### src/rtl/ram_fifo_ctrl.sv
`default_nettype none
// ============================================================================
// Module   : ram_fifo_ctrl
// Brief    : First-word-fall-through FIFO controller wrapped around a
//            single-clock RAM whose registered read port is the output stage.
// Revision : 1.0
// ============================================================================
module ram_fifo_ctrl #(
    parameter int ADDR_WIDTH = 4,
    parameter int DEPTH      = 16,
    parameter int DATA_WIDTH = 8
) (
    input  logic                  clk,
    input  logic                  rst,
    input  logic                  in_valid,
    output logic                  in_ready,
    input  logic [DATA_WIDTH-1:0] in_data,
    output logic                  out_valid,
    input  logic                  out_ready,
    output logic [DATA_WIDTH-1:0] out_data,
    output logic [ADDR_WIDTH:0]   count,
    output logic                  ram_wr_enb,
    output logic [ADDR_WIDTH-1:0] ram_wr_addr,
    output logic [DATA_WIDTH-1:0] ram_wr_data,
    output logic                  ram_rd_enb,
    output logic [ADDR_WIDTH-1:0] ram_rd_addr,
    input  logic [DATA_WIDTH-1:0] ram_rd_data
);

    localparam logic [ADDR_WIDTH:0]   c_FULL_COUNT = (ADDR_WIDTH+1)'(DEPTH);
    localparam logic [ADDR_WIDTH:0]   c_ONE_COUNT  = (ADDR_WIDTH+1)'(1);
    localparam logic [ADDR_WIDTH-1:0] c_ONE_PTR    = ADDR_WIDTH'(1);

    logic [ADDR_WIDTH-1:0] r_wr_ptr;
    logic [ADDR_WIDTH-1:0] r_rd_ptr;
    logic [ADDR_WIDTH:0]   r_ram_count;
    logic                  r_out_valid;

    logic w_push;
    logic w_issue;
    logic w_pop;
    logic [ADDR_WIDTH:0] w_ram_count_nxt;

    // A read is issued only from words committed at an earlier edge, and no
    // write is accepted when full, so read and write never collide on stale data.
    assign in_ready = !rst && (r_ram_count != c_FULL_COUNT);
    assign w_push   = in_valid && in_ready;
    assign w_issue  = !rst && (r_ram_count != '0) && (!r_out_valid || out_ready);
    assign w_pop    = r_out_valid && out_ready;

    assign ram_wr_enb  = w_push;
    assign ram_wr_addr = r_wr_ptr;
    assign ram_wr_data = in_data;
    assign ram_rd_enb  = w_issue;
    assign ram_rd_addr = r_rd_ptr;

    assign out_valid = r_out_valid;
    assign out_data  = ram_rd_data;
    assign count     = r_ram_count + (ADDR_WIDTH+1)'(r_out_valid);

    always_comb begin
        w_ram_count_nxt = r_ram_count;
        case ({w_push, w_issue})
            2'b10:   w_ram_count_nxt = r_ram_count + c_ONE_COUNT;
            2'b01:   w_ram_count_nxt = r_ram_count - c_ONE_COUNT;
            default: w_ram_count_nxt = r_ram_count;
        endcase
    end

    always_ff @(posedge clk) begin
        if (rst) begin
            r_wr_ptr    <= '0;
            r_rd_ptr    <= '0;
            r_ram_count <= '0;
            r_out_valid <= 1'b0;
        end else begin
            if (w_push) begin
                r_wr_ptr <= r_wr_ptr + c_ONE_PTR;
            end
            if (w_issue) begin
                r_rd_ptr <= r_rd_ptr + c_ONE_PTR;
            end
            r_ram_count <= w_ram_count_nxt;
            // A fresh issue refills the output stage even when it is popped.
            if (w_issue) begin
                r_out_valid <= 1'b1;
            end else if (w_pop) begin
                r_out_valid <= 1'b0;
            end
        end
    end

endmodule
`default_nettype wire

### config.mk
export PLATFORM = sky130hd
export DESIGN_NAME = ram_fifo_ctrl
export DESIGN_NICKNAME = d
export VERILOG_FILES = /design/src/rtl/ram_fifo_ctrl.sv
export SDC_FILE = /design/constraint.sdc
export NUM_CORES = 1
export LEC_CHECK = 0
export CELL_PAD_IN_SITES_DETAIL_PLACEMENT = 0
export CELL_PAD_IN_SITES_GLOBAL_PLACEMENT = 1
export CORE_ASPECT_RATIO = 1.5
export CORE_MARGIN = 2
export CORE_UTILIZATION = 28
export DETAILED_ROUTE_END_ITERATION = 16
export GPL_ROUTABILITY_DRIVEN = 0
export GPL_TIMING_DRIVEN = 0
export PLACE_DENSITY = 0.91
export SYNTH_ARGS = -nofsm -noshare
export SYNTH_HDL_FRONTEND = slang
export SYNTH_SLANG_ARGS = --single-unit
### constraint.sdc
create_clock -name clk -period 7.5 [get_ports clk]
set_input_delay 1.125 -clock clk [delete_from_list [all_inputs] [get_ports clk]]
set_output_delay 1.125 -clock clk [all_outputs]
set_load 0.01 [all_outputs]
==> metrics.md <==
| Metric | Value |
|---|---|
| Status | finished, final reports clean |
| Hold/Removal Path Class | reg2reg |
| Die Area | 3890 um^2 |
| Count leader, synth | nor2_1 |
| Initial Util | 29.8% |
| GRT Total Usage | 11.7% |
| Die Y | 75.4 um |
| Seq/Total Area, Yosys | 29.4% |
| CTS tree | yes |
| Root Driver | clkbuf_8 |
| Filler cell count | 329 |
| Clk_skew | 0.00112 ns |
| Worst-margin pin slew | 0.619 ns |
| CTS Buffer Depth | 2 |
| Detailed-route DRC error count | 0 |
| Gate count after technology mapping | 111 |
| PnR Total Power | 0.423 mW |
| Pleak | 0.616 nW |
| Wirelength, routed | 2.07 mm |
| Detail-routed net length per standard cell | 10.9 um |
| Top post-synthesis cells by count | nor2_1, buf_4, dfxtp_1 |
| Comb power frac | 54.8% |
| Required @ worst endpoint | 6.38 ns |
| P_int | 0.260 mW |
| Share of cells above drive strength 1 | 17.2% |
| TritonCTS buffer count | 3 |
| Fmax | 242 MHz |
| Tmin final | 4.14 ns |
| Port Buffer Count | 36 |
| RSZ-0062 raised after global routing | no |
| Vias in the first global route | 819 |
| Core area | 3190 um^2 |
| Yosys top cell area share | 29.4% |
| Total number of yosys warnings | 0 |
| Layout net count | 181 |
| Slew HR | 58.3% |
| Min-Delay Startpoint | ram_rd_addr[3] |
| Net Count, Synth | 140 |
| Global route overflow | 0 |
| HPWL Detailed | 1.69 mm |
| Worst-path clk slew | 0.06 ns |
| Worst EP arrival | 3.01 ns |
| Crit path launch type | input port |
| Initial antenna violation count | 0 |
| Crit Path Class | in2out |
| Later-pin clock latency in the skew report | 0.25 ns |
| Max VDD drop | 0.166 mV |
| Ranking of synthesized cells by area | dfxtp_1, buf_4, ha_1 |
| Worst Setup End Kind | output pin |
| First-pass GRT wire length | 3.46 mm |
| Die W | 51.6 um |
| Via count | 847 |
| Sequential share of power | 27.8% |
| Async SR Flop Fraction | 0% |
| Post CTS Setup Buffer Count | 0 |
| DR vias/cell | 4.43 |
| Starting DRT DRC Count | 10 |
| P&R area growth vs syn | 48.9% |
| Setup Viol. Count Final | 0 |
| Antenna Nets Post-Route | 0 |
| Clk pwr share | 17.4% |
| Top Ports | 53 |
| Main flop type after synthesis | dfxtp_1 |
| Pin count of the biggest net entering global routing | 11 |
| Hold-fix buffers, CTS | 0 |
| Final period util | 55.1% |
| Final hold vios | 0 |
| Switch share | 38.5% |
| Diodes inserted | 0 |
| Yosys cell types | 29 |
| PwrDens | 298 nW/um^2 |
| Post-synth EDFFs | 0 |
| Post-CTS Resized | 0 |
| Net load switching power | 0.163 mW |
| Synth Area per Inst | 8.58 um^2 |
| Synth area leader | dfxtp_1 |
| Seq cells post-synth | 14 |
| Max Cap Viol | 0 |
| DRT Pass-1 Iters | 5 |
| Placement row count | 25 |
| Setup crit start | rst |
| Synthesized cell area | 952 um^2 |
| FF-to-FF Start | r_ram_count[0] |
| H-tree depth | 1 |
| Setup Total Neg Slack | 0 ns |
| Clk sinks | 14 |
| Slew Limit Fails | 0 |
| Max FO, Critical Path | 10 |
## layout by cell type (no fill, tap or decap), drive strengths merged, types with 4 or more instances in the layout
master and n:
xor2 5, clkdlybuf4s50 36, inv 6, ha 8, xnor2 5, dfxtp 14
a21oi 6, clkbuf 6, buf 18, nand3 4, nor2 18
## layout make-up
cell class / count / area (um^2) / share of cell area [%]
plain buffers: 20 / 136 / 9.62
well taps: 40 / 50.0 / 3.53
flip-flops and latches: 14 / 280 / 19.8
repair buffers: 36 / 360 / 25.4
inverters: 6 / 22.5 / 1.59
multi-input cells: 71 / 513 / 36.2
clock buffers: 4 / 55.1 / 3.88
## metal layers
metal | global-route usage (%) | routed length (um) | up-vias
li1 | - | - | 431
met1 | 13.3 | 821 | 378
met2 | 20.8 | 1070 | 34
met3 | 1.96 | 143 | 4
met4 | 6.14 | 39 | 0
met5 | 0 | 0 | -
## metrics by stage
step / setup slack, ns / instance area (um^2) / instances / util, % / hold slack (ns)
after global placement: 3.38 / 1360 / 187 / 42.7 / 0.493
final: 3.36 / 1420 / 191 / 44.4 / 0.507
after detailed placement: 3.33 / 1360 / 187 / 42.7 / 0.504
after global routing: 3.23 / 1420 / 191 / 44.4 / 0.540
after floorplan: 4.17 / 952 / 111 / - / 0.532
after CTS: 3.35 / 1420 / 191 / 44.4 / 0.518
## power by group through the flow
| stage | registers [mW] | logic, mW | clock network (mW) |
|---|---|---|---|
| finish | 0.117 | 0.232 | 0.0734 |
| global route | 0.121 | 0.261 | 0.0795 |
| CTS | 0.118 | 0.234 | 0.0768 |
| detailed placement | 0.119 | 0.233 | 0 |
| global placement | 0.117 | 0.227 | 0 |
| floorplan | 0.117 | 0.151 | 0 |
## path summary, 6_finish.rpt
kind,cells after the start,slack (ns),to
worst max register to register,10,4.48,r_ram_count[4]
worst min-delay path,2,0.51,ram_rd_addr[3]
worst max-delay path,5,3.36,ram_rd_enb
worst min register to register,2,0.51,ram_rd_addr[3]
## logic make-up (layout without fill, tap and decap cells)
group,Yosys count,after routing,synth area share (%)
AO/OA/AOI/OAI,14,14,10.4
XOR/XNOR,10,10,9.20
adder cells (fa/ha/maj),9,9,12.6
buffers and inverters,26,66,16.7
flip-flops,14,14,29.4
multiplexers,4,4,4.34
AND/OR/NAND/NOR,34,34,17.3
## worst max-delay path, stage by stage
cell	delay, ns
clkdlybuf4s50_1	0.49
clkbuf_1	0.32
buf_1	0.41
nor2_1	0.16
clkdlybuf4s50_1	0.51
## flip-flops by register name (all words and copies together), names as in the netlist
| name | count |
|---|---|
| r_ram_count | 5 |
| ram_rd_addr | 4 |
| ram_wr_addr | 4 |
| out_valid | 1 |
Note: power is estimated with default switching activity, not from simulation.
